**src/rtl/fp_adder_align_stage_if.sv**
```systemverilog
// Handshake and data bundle for the floating-point adder alignment stage.
// The slave side belongs to the stage itself; the master side drives operands and consumes results.
interface fp_adder_align_stage_if #(
    parameter int EXPONENT_WIDTH    = 8,
    parameter int SIGNIFICAND_WIDTH = 23,
    parameter int LANES             = 1
);
    localparam int TOTAL_WIDTH = 1 + EXPONENT_WIDTH + SIGNIFICAND_WIDTH;
    localparam int SW          = SIGNIFICAND_WIDTH + 3;
    localparam int SHW         = $clog2(SW + 1);

    logic                               in_valid;
    logic                               in_ready;
    logic                               is_subtract;
    logic [LANES*TOTAL_WIDTH-1:0]       operand1;
    logic [LANES*TOTAL_WIDTH-1:0]       operand2;
    logic                               out_valid;
    logic                               out_ready;
    logic [LANES*SHW-1:0]               align_shift;
    logic [LANES*SW-1:0]                significand1;
    logic [LANES*SW-1:0]                significand2;
    logic [LANES*EXPONENT_WIDTH-1:0]    exponent_larger;
    logic [LANES-1:0]                   result_is_inf;
    logic [LANES-1:0]                   result_is_nan;
    logic [LANES-1:0]                   result_inf_sign;

    modport master (
        output in_valid, is_subtract, operand1, operand2, out_ready,
        input  in_ready, out_valid, align_shift, significand1, significand2,
               exponent_larger, result_is_inf, result_is_nan, result_inf_sign
    );

    modport slave (
        input  in_valid, is_subtract, operand1, operand2, out_ready,
        output in_ready, out_valid, align_shift, significand1, significand2,
               exponent_larger, result_is_inf, result_is_nan, result_inf_sign
    );
endinterface

```
**src/rtl/fp_adder_align_stage.sv**
```systemverilog
// Alignment stage of a multi-lane FP adder: unpacks operands, orders them by exponent,
// converts significands to two's complement and flags inf/NaN, behind a registered skid buffer.
module fp_adder_align_stage #(
    parameter int EXPONENT_WIDTH    = 8,
    parameter int SIGNIFICAND_WIDTH = 23,
    parameter int LANES             = 1
) (
    input  logic                  clk,
    input  logic                  reset,
    fp_adder_align_stage_if.slave bus
);
    localparam int EW          = EXPONENT_WIDTH;
    localparam int FW          = SIGNIFICAND_WIDTH;
    localparam int TOTAL_WIDTH = 1 + EW + FW;
    localparam int SW          = FW + 3;
    localparam int SHW         = $clog2(SW + 1);
    localparam int CW          = ((EW > SHW) ? EW : SHW) + 1;

    typedef struct packed {
        logic [SHW-1:0] shift;
        logic [SW-1:0]  sig1;
        logic [SW-1:0]  sig2;
        logic [EW-1:0]  exp_larger;
        logic           is_inf;
        logic           is_nan;
        logic           inf_sign;
    } lane_t;

    lane_t [LANES-1:0] next_data;
    lane_t [LANES-1:0] out_data;
    lane_t [LANES-1:0] skid_data;
    logic              out_valid;
    logic              skid_valid;
    logic              accept;
    logic              drain;

    genvar l;
    for (l = 0; l < LANES; l++) begin : g_lane
        logic [TOTAL_WIDTH-1:0] op_a;
        logic [TOTAL_WIDTH-1:0] op_b;
        logic                   sign_a;
        logic                   sign_b;
        logic [EW-1:0]          exp_a;
        logic [EW-1:0]          exp_b;
        logic [FW-1:0]          frac_a;
        logic [FW-1:0]          frac_b;
        logic [EW-1:0]          eff_a;
        logic [EW-1:0]          eff_b;
        logic [SW-1:0]          mag_a;
        logic [SW-1:0]          mag_b;
        logic [SW-1:0]          sig_a;
        logic [SW-1:0]          sig_b;
        logic                   swap;
        logic [EW-1:0]          diff;
        logic [CW-1:0]          diff_ext;
        logic                   max_a;
        logic                   max_b;
        logic                   inf_a;
        logic                   inf_b;
        logic                   nan_a;
        logic                   nan_b;
        logic                   nan_any;
        lane_t                  res;

        assign op_a   = bus.operand1[l*TOTAL_WIDTH +: TOTAL_WIDTH];
        assign op_b   = bus.operand2[l*TOTAL_WIDTH +: TOTAL_WIDTH];
        assign sign_a = op_a[TOTAL_WIDTH-1];
        // Subtraction is folded into the effective sign of the second operand.
        assign sign_b = op_b[TOTAL_WIDTH-1] ^ bus.is_subtract;
        assign exp_a  = op_a[TOTAL_WIDTH-2 -: EW];
        assign exp_b  = op_b[TOTAL_WIDTH-2 -: EW];
        assign frac_a = op_a[FW-1:0];
        assign frac_b = op_b[FW-1:0];

        // Subnormals share the scale of exponent 1, just without the hidden bit.
        assign eff_a  = (exp_a == '0) ? EW'(1) : exp_a;
        assign eff_b  = (exp_b == '0) ? EW'(1) : exp_b;
        assign mag_a  = {2'b00, |exp_a, frac_a};
        assign mag_b  = {2'b00, |exp_b, frac_b};
        assign sig_a  = sign_a ? (~mag_a + SW'(1)) : mag_a;
        assign sig_b  = sign_b ? (~mag_b + SW'(1)) : mag_b;

        assign swap     = eff_b > eff_a;
        assign diff     = swap ? (eff_b - eff_a) : (eff_a - eff_b);
        assign diff_ext = CW'(diff);

        assign max_a   = &exp_a;
        assign max_b   = &exp_b;
        assign inf_a   = max_a & ~(|frac_a);
        assign inf_b   = max_b & ~(|frac_b);
        assign nan_a   = max_a & (|frac_a);
        assign nan_b   = max_b & (|frac_b);
        assign nan_any = nan_a | nan_b | (inf_a & inf_b & (sign_a ^ sign_b));

        // Shifting past the full significand width gives the same result, so clamp there.
        assign res.shift      = (diff_ext > CW'(SW)) ? SHW'(SW) : diff_ext[SHW-1:0];
        assign res.sig1       = swap ? sig_b : sig_a;
        assign res.sig2       = swap ? sig_a : sig_b;
        assign res.exp_larger = swap ? eff_b : eff_a;
        assign res.is_nan     = nan_any;
        assign res.is_inf     = ~nan_any & (inf_a | inf_b);
        assign res.inf_sign   = ~nan_any & (inf_a ? sign_a : (inf_b & sign_b));

        assign next_data[l] = res;

        assign bus.align_shift[l*SHW +: SHW]   = out_data[l].shift;
        assign bus.significand1[l*SW +: SW]    = out_data[l].sig1;
        assign bus.significand2[l*SW +: SW]    = out_data[l].sig2;
        assign bus.exponent_larger[l*EW +: EW] = out_data[l].exp_larger;
        assign bus.result_is_inf[l]            = out_data[l].is_inf;
        assign bus.result_is_nan[l]            = out_data[l].is_nan;
        assign bus.result_inf_sign[l]          = out_data[l].inf_sign;
    end

    // Ready depends only on the skid flag, so no combinational path runs from out_ready.
    assign bus.in_ready  = ~skid_valid;
    assign bus.out_valid = out_valid;
    assign accept        = bus.in_valid & ~skid_valid;
    assign drain         = out_valid & bus.out_ready;

    always_ff @(posedge clk) begin
        if (reset) begin
            out_valid  <= 1'b0;
            skid_valid <= 1'b0;
            out_data   <= '0;
            skid_data  <= '0;
        end else if (drain || !out_valid) begin
            if (skid_valid) begin
                out_data   <= skid_data;
                out_valid  <= 1'b1;
                skid_valid <= 1'b0;
            end else if (accept) begin
                out_data  <= next_data;
                out_valid <= 1'b1;
            end else begin
                out_valid <= 1'b0;
            end
        end else if (accept) begin
            skid_data  <= next_data;
            skid_valid <= 1'b1;
        end
    end
endmodule

```
**src/flat_wrapper.sv**
```systemverilog
// flat-port wrapper written by rule: the top's interface ports become plain ports
module fp_adder_align_stage_flat 
#(
    parameter int EXPONENT_WIDTH    = 8,
    parameter int SIGNIFICAND_WIDTH = 23,
    parameter int LANES             = 1
)
  (clk, reset, bus_in_valid, bus_is_subtract, bus_operand1, bus_operand2, bus_out_ready, bus_in_ready, bus_out_valid, bus_align_shift, bus_significand1, bus_significand2, bus_exponent_larger, bus_result_is_inf, bus_result_is_nan, bus_result_inf_sign);
  fp_adder_align_stage_if #(.EXPONENT_WIDTH(EXPONENT_WIDTH), .SIGNIFICAND_WIDTH(SIGNIFICAND_WIDTH), .LANES(LANES)) bus_i ();
  input  logic clk;
  input  logic reset;
  input wire logic [$bits(bus_i.in_valid)-1:0] bus_in_valid;
  input wire logic [$bits(bus_i.is_subtract)-1:0] bus_is_subtract;
  input wire logic [$bits(bus_i.operand1)-1:0] bus_operand1;
  input wire logic [$bits(bus_i.operand2)-1:0] bus_operand2;
  input wire logic [$bits(bus_i.out_ready)-1:0] bus_out_ready;
  output wire logic [$bits(bus_i.in_ready)-1:0] bus_in_ready;
  output wire logic [$bits(bus_i.out_valid)-1:0] bus_out_valid;
  output wire logic [$bits(bus_i.align_shift)-1:0] bus_align_shift;
  output wire logic [$bits(bus_i.significand1)-1:0] bus_significand1;
  output wire logic [$bits(bus_i.significand2)-1:0] bus_significand2;
  output wire logic [$bits(bus_i.exponent_larger)-1:0] bus_exponent_larger;
  output wire logic [$bits(bus_i.result_is_inf)-1:0] bus_result_is_inf;
  output wire logic [$bits(bus_i.result_is_nan)-1:0] bus_result_is_nan;
  output wire logic [$bits(bus_i.result_inf_sign)-1:0] bus_result_inf_sign;
  assign bus_i.in_valid = bus_in_valid;
  assign bus_i.is_subtract = bus_is_subtract;
  assign bus_i.operand1 = bus_operand1;
  assign bus_i.operand2 = bus_operand2;
  assign bus_i.out_ready = bus_out_ready;
  assign bus_in_ready = bus_i.in_ready;
  assign bus_out_valid = bus_i.out_valid;
  assign bus_align_shift = bus_i.align_shift;
  assign bus_significand1 = bus_i.significand1;
  assign bus_significand2 = bus_i.significand2;
  assign bus_exponent_larger = bus_i.exponent_larger;
  assign bus_result_is_inf = bus_i.result_is_inf;
  assign bus_result_is_nan = bus_i.result_is_nan;
  assign bus_result_inf_sign = bus_i.result_inf_sign;
  fp_adder_align_stage #(.EXPONENT_WIDTH(EXPONENT_WIDTH), .SIGNIFICAND_WIDTH(SIGNIFICAND_WIDTH), .LANES(LANES)) u_core (.clk(clk), .reset(reset), .bus(bus_i));
endmodule
```
**config.mk**
```make
export PLATFORM = sky130hd
export DESIGN_NAME = fp_adder_align_stage_flat
export DESIGN_NICKNAME = d
export VERILOG_FILES = /design/src/rtl/fp_adder_align_stage_if.sv /design/src/rtl/fp_adder_align_stage.sv /design/src/flat_wrapper.sv
export SDC_FILE = /design/constraint.sdc
export NUM_CORES = 1
export LEC_CHECK = 0
export BUFFER_PORTS_ARGS = -buffer_cell sky130_fd_sc_hd__clkbuf_2
export CORE_ASPECT_RATIO = 1.75
export CORE_UTILIZATION = 59
export CTS_BUF_LIST = sky130_fd_sc_hd__clkbuf_8
export CTS_CLUSTER_DIAMETER = 80
export DETAILED_ROUTE_END_ITERATION = 8
export MAX_ROUTING_LAYER = met4
export PLACE_DENSITY = 0.84
export SKIP_LAST_GASP = 1
export SYNTH_ARGS = -nofsm -noshare
export SYNTH_HDL_FRONTEND = slang
export SYNTH_SLANG_ARGS = --single-unit
```
**constraint.sdc**
```tcl
create_clock -name clk -period 3.9 [get_ports clk]
set_input_delay 0 -clock clk [delete_from_list [all_inputs] [get_ports clk]]
set_output_delay 0 -clock clk [all_outputs]
set_load 0.005 [all_outputs]
```
==> results.yml, run 1 <==
outcome:
  status: "completed"
global_routing:
  grt_pass1_wl_mm: 38.5
  grtUsageTotal: 0.361
  grt_max_degree: 79
  grt_overflow: 0
  grt_pass1_vias: 7689
  antenna_found_initial: 0
timing:
  clock.fmax_ghz: 0.314
  fin_crit_sh: 0.815
  timing.final.crit_period_ns: 3.18
  tightest_slew_ns: 0.987
  finalWorstSetupSlack_ns: 0.720
  skew_ns: 0.0154
  rsz0062_at_grt: "false"
  maxSlewViolCount: 0
  fin_tns_setup_ns: 0
  finalSetupViolCount: 0
  hold_viol_final: 0
  max_slew_margin: 0.340
worst_setup_path:
  cpMostUsedCell: "inv_1"
  cp_data_required_time_ns: 4.27
  end_kind: "register"
  worstRegToRegCells: 5
  max_stage_delay_ns: 0.54
  timing.rr.start: "u_core.skid_valid"
  r2r_setup_slack_ns: 1.27
  slowest_stage: "or4_1"
  crit_type: "in -> reg"
  r2r_end: "u_core.bus.significand1[19]"
  cpLargestDelayFamily: "simple AND/OR/NAND/NOR gates"
  crit_arrival_ns: 3.55
  crit_buf_inv: 3
  crit_chain: "clkbuf_2 > nor4_1 > a21oi_1 > inv_1 > ha_1 > inv_1 > fa_1 > nand2_1 > o21ai_2 > a211o_1 > or4_1 > o211a_2 > o211ai_2 > or4b_1 > a211oi_2"
  path_max_fanout: 10
  cp-start-kind: "primary input"
placed_design:
  pre_cts_slack_ns: 0.274
  hpwl_mm: 18.2
  placed_area_um2: 8760
  numPortBuffers: 138
  dp_cells: 1303
  finalWeightedCongestion: 1.04
logic_synthesis:
  yosysTopAreaCell: "dfxtp_1"
  ys_ff_latch: 138
  ys_types: 63
  synthCells: 1068
  synth_edf_count: 0
  synth_top_area_share: 0.344
  ys_seq_area_frac: 0.344
  netlist_top_cells_count: "nand2_1 (168), dfxtp_1 (138), nor2_1 (120), a21oi_1 (118), clkbuf_1 (77)"
  post-synth-top-count-cell: "nand2_1"
  async_reset_ff_frac: 0
  yosys_warnings: 0
  syn_avg_cell_area_um2: 7.53
  syn_area_um2: 8040
  ys.flop_type: "dfxtp_1"
  synthTopCellsByArea: "dfxtp_1 (34%), nand2_1 (7.8%), a21oi_1 (7.3%)"
  synth_fp_nets: 1156
route:
  viasPerCell: 6.16
  drt_iter0_markers: 698
  drc_errors: 0
  drtAntennaViolNets: 0
  wire_per_inst_um: 18.7
  routed_wl_mm: 25.0
  vias: 8231
  first_pass_iters: 5
cts:
  clock_sinks: 138
  clk_latency_ns: 0.45
  cts_tree: "yes"
  cts.clk_slew.worst_paths_ns: 0.09
  cts_htree_levels: 4
  clockBufferDepth: 2
  cts_buffers: 17
  clockRootBuffer: "clkbuf_8"
floorplanning:
  std_cell_rows: 56
  dieArea_um2: 14100
  initial_core_util: 0.601
  coreArea_um2: 13400
  dieWidth_um: 90.3
  ios: 139
  die_height_um: 156
worst_hold_path:
  hp-start: "reset"
  min_to: "u_core.skid_data[0]"
  min_path_type: "in -> reg"
  whs_path_depth: 2
layout:
  finalNonFillerCells: 1336
  nFillCells: 1225
  n_antenna_cell: 0
  fin_area_um2: 9160
  drive_gt1_frac: 0.176
  num-nets-final: 1237
  area_growth_pct: 13.9
power:
  p_leak_nw: 3.82
  ir_worst_vdd_mv: 0.229
  total_power_w: 0.00365
  powerDensity_nw_per_um2: 399
job:
  cap_violations: 0
routing by layer:
metal | track usage | wire length [um]
met3 | 0.0520 | 1350
met4 | 0.299 | 2150
met5 | - | 0
met1 | 0.351 | 8600
met2 | 0.636 | 12900
repair_timing:
| item | CTS | global route |
|---|---|---|
| hold endpoints to repair | 2 | 0 |
| buffers inserted | 0 | 0 |
| hold buffers | 1 | 0 |
| resized for setup | 0 | 0 |
worst max path at each step:
stage	startpoint	to	slack, ns	depth (start not counted)
2_1_floorplan	bus_operand1[24]	u_core.bus.align_shift[0]	0.78	15
3_3_place_gp	bus_operand1[28]	u_core.bus.align_shift[0]	0.30	15
3_5_place_dp	bus_operand1[28]	u_core.bus.align_shift[0]	0.27	15
4_1_cts	bus_operand1[28]	u_core.bus.align_shift[0]	0.72	15
5_1_grt	bus_operand1[28]	u_core.bus.align_shift[0]	0.40	15
6_report	bus_operand1[28]	u_core.bus.align_shift[0]	0.72	15
metrics by stage:
| stage | utilization | hold slack [ns] |
|---|---|---|
| floorplan | - | 0.175 |
| global placement | 0.655 | 0.378 |
| detailed placement | 0.655 | 0.385 |
| CTS | 0.684 | 0.0116 |
| global route | 0.684 | 0.0390 |
| finish | 0.684 | 0.0123 |
logic make-up after synthesis:
group	synth area share
AND/OR/NAND/NOR	0.219
AO/OA/AOI/OAI	0.235
flip-flops	0.344
buffers and inverters	0.0590
XOR/XNOR	0.0532
multiplexers	0.0587
adder cells (fa/ha/maj)	0.0314
worst reg2reg max path, stage by stage (launching register included):
cell and delay [ns]:
dfxtp_2 0.33, buf_4 0.64, o21a_4 0.81, buf_4 0.48, nor2_1 0.07, a211oi_1 0.21
area by class of cell:
cell class / count / area, um^2 / area share
multi-input combinational: 808 / 4840 / 0.528
sequential: 138 / 2760 / 0.302
timing repair buffer: 154 / 841 / 0.0918
clock buffer: 17 / 234 / 0.0255
tap: 174 / 218 / 0.0238
clock inverter: 15 / 150 / 0.0164
inverter: 30 / 113 / 0.0123
sequential cells by signal (all words and copies together), names as in the netlist:
name,count
u_core.bus.exponent_larger,8
u_core.bus.result_is_inf,1
u_core.bus.significand2,26
u_core.bus.result_is_nan,1
u_core.skid_valid,1
u_core.bus.align_shift,5
u_core.bus.significand1,26
u_core.skid_data,68
u_core.bus.result_inf_sign,1
u_core.bus.out_valid,1
cells in the final DEF (no fill, tap or decap), types with 4 or more instances in the layout:
cell type  netlist  final
nor2_1         120    119
nand2b_1         6      6
nor4_1          11     11
a31oi_1         10     10
inv_6            0      7
and2_1           5      5
or4_1            7      7
clkbuf_2         0    137
or3_1            6      6
nor3_1          37     37
a211oi_1        30     30
a21oi_1        118    118
buf_4            0     14
xor2_1          27     27
o31ai_1         14     14
mux2i_1         46     46
a311oi_1        24     24
o41ai_1          4      4
clkbuf_8         0     17
dfxtp_1        138    137
o21ai_0         41     41
nand3_1          7      7
nand2_1        168    167
o211ai_1        20     20
inv_1           29     30
ha_1            17     17
nand4_1          8      8
xnor2_1         20     20
nor2b_1          5      5
o21a_1           7      6
power breakdown:
part           switching [W]  total [W]  internal (W)
Combinational       0.000589   0.000947      0.000358
Sequential         0.0000564    0.00156       0.00150
Clock               0.000621    0.00115      0.000525
Total                0.00127    0.00365       0.00239
(Power assumes the default switching activity.)
==> inputs of run 2 (changes only) <==
==> constraint.sdc (replaced) <==
create_clock -name clk -period 3.2 [get_ports clk]
set_input_delay 0 -clock clk [delete_from_list [all_inputs] [get_ports clk]]
set_output_delay 0 -clock clk [all_outputs]
set_load 0.005 [all_outputs]
==> run 2 against run 1 <==
  * First-iteration DRC count decreased by 4.7%
  * Global-route usage up 1.8 points
  * Design area increased by 5.3%
  * Non-clock buffer count is 60 higher
  * Die area stayed put
  * Flip-flop and latch count is the same
  * Wire length is 4.0% higher
  * Largest cell class unchanged
  * Highest routed layer unchanged
==> results.yml, run 2 (synthesized netlist as in run 1, its figures left out) <==
outcome:
  status: "completed"
global_routing:
  antenna_found_initial: 0
  grt_overflow: 0
  grt_pass1_wl_mm: 40.5
  grtUsageTotal: 0.380
  grt_max_degree: 69
  grt_pass1_vias: 8313
worst_setup_path:
  path_max_fanout: 7
  crit_buf_inv: 4
  end_kind: "register"
  worstRegToRegCells: 4
  cpLargestDelayFamily: "simple AND/OR/NAND/NOR gates"
  crit_type: "in -> reg"
  cp_data_required_time_ns: 3.58
  crit_chain: "clkbuf_2 > nor4_1 > buf_4 > a21oi_1 > ha_1 > inv_1 > fa_1 > nand2_1 > o21ai_2 > a211oi_2 > buf_4 > nor2_4 > mux2_2 > o211ai_2 > or4b_1 > a211oi_2"
  crit_arrival_ns: 3.20
  cp.depth: 16
  max_stage_delay_ns: 0.46
  slowest_stage: "or4b_1"
  cp-start-kind: "primary input"
worst_hold_path:
  whs_path_depth: 4
  min_path_type: "in -> reg"
cts:
  clockRootBuffer: "clkbuf_8"
  clk_latency_ns: 0.46
  postCtsHoldBufs: 3
  cts_resized: 0
  cts_buffers: 17
  cts_htree_levels: 4
  clockBufferDepth: 2
  cts_tree: "yes"
  clock_sinks: 138
  cts_setup_buffers: 0
  cts.clk_slew.worst_paths_ns: 0.10
floorplanning:
  dieArea_um2: 14100
  coreArea_um2: 13400
  die_height_um: 156
  ios: 139
  std_cell_rows: 56
  initial_core_util: 0.601
  dieWidth_um: 90.3
layout:
  area_growth_pct: 19.9
  fin_area_um2: 9640
  multi_input_area_um2: 4830
  regArea_um2: 2760
  num-nets-final: 1297
  finalNonFillerCells: 1396
  n_antenna_cell: 0
  nFillCells: 1136
  final_cell_mix: "nand2_1 (167), clkbuf_2 (137), dfxtp_1 (137), nor2_1 (119), a21oi_1 (118)"
  final_common_cell: "nand2_1"
  largest_reg_flops: 68
  drive_gt1_frac: 0.215
  top_register: "u_core.skid_data"
job:
  cap_violations: 0
timing:
  finalSetupViolCount: 0
  fin_crit_sh: 0.880
  timing.final.crit_period_ns: 2.81
  maxSlewViolCount: 0
  rsz0062_at_grt: "false"
  hold_viol_final: 0
  tightest_slew_ns: 0.883
  clock.fmax_ghz: 0.355
  skew_ns: 0.0103
  max_slew_margin: 0.409
placed_design:
  dp_cells: 1361
  finalWeightedCongestion: 0.987
  placed_area_um2: 9200
  hpwl_mm: 19.3
  numPortBuffers: 138
power:
  ir_worst_vdd_mv: 0.366
  powerDensity_nw_per_um2: 485
  p_leak_nw: 4.13
route:
  routed_wl_mm: 26.0
  drc_errors: 0
  vias: 8622
  first_pass_iters: 6
  wire_per_inst_um: 18.6
  viasPerCell: 6.18
  drtAntennaViolNets: 0
  drt_iter0_markers: 665
[run 2: cell types whose count changed in the layout (fill, tap and decap cells not counted), sizes merged]
cell         change
buf             +58
clkinv           +3
clkinvlp         -2
dlygate4sd3      +2
inv              -1
[run 2: path summary, 6_finish.rpt]
path,startpoint,end,slack (ns)
max,bus_operand2[28],u_core.bus.align_shift[0],0.39
min,bus_operand1[27],u_core.skid_data[7],0.06
max reg2reg,u_core.skid_valid,u_core.bus.significand1[21],1.09
min reg2reg,u_core.bus.exponent_larger[1],u_core.bus.exponent_larger[1],0.45
[run 2: worst reg2reg max path: stages (launching register included)]
cell and delay (ns):
dfxtp_2 0.52, o21ai_2 0.80, buf_4 0.37, a21oi_1 0.07, a211oi_1 0.27
[run 2: layout make-up]
class,count,area share
clock buffer,17,0.0243
clock inverter,15,0.0183
inverter,30,0.0117
multi-input combinational,808,0.501
sequential,138,0.287
tap,174,0.0226
timing repair buffer,214,0.136
[run 2: metrics by stage]
| step | hold slack (ns) | utilization | TNS [ns] | total power [W] | worst slack, ns |
|---|---|---|---|---|---|
| 3_5_place_dp | 0.385 | 0.688 | -0.244 | 0.00320 | -0.0784 |
| 4_1_cts | 0.0409 | 0.721 | 0 | 0.00467 | 0.384 |
| 3_3_place_gp | 0.359 | 0.688 | -0.0592 | 0.00317 | -0.0334 |
| 2_1_floorplan | 0.175 | - | 0 | 0.00266 | 0.0766 |
| 5_1_grt | 0.0683 | 0.721 | 0 | 0.00487 | 0.233 |
| 6_report | 0.0589 | 0.721 | 0 | 0.00468 | 0.385 |
[run 2: routing by layer]
layer / global-route usage / part of all wire / vias to the layer above
li1: - / - / 4065
met1: 0.347 / 0.33 / 3968
met2: 0.674 / 0.51 / 425
met3: 0.0656 / 0.060 / 164
met4: 0.334 / 0.094 / 0
met5: - / 0 / -
[run 2: report_power, final]
part | leakage [nW] | switching (W) | internal, W | total, W
clock | 0.211 | 0.000828 | 0.000663 | 0.00149
sequential | 1.13 | 0.0000694 | 0.00183 | 0.00190
combinational | 2.79 | 0.000750 | 0.000533 | 0.00128
total | 4.13 | 0.00165 | 0.00303 | 0.00468
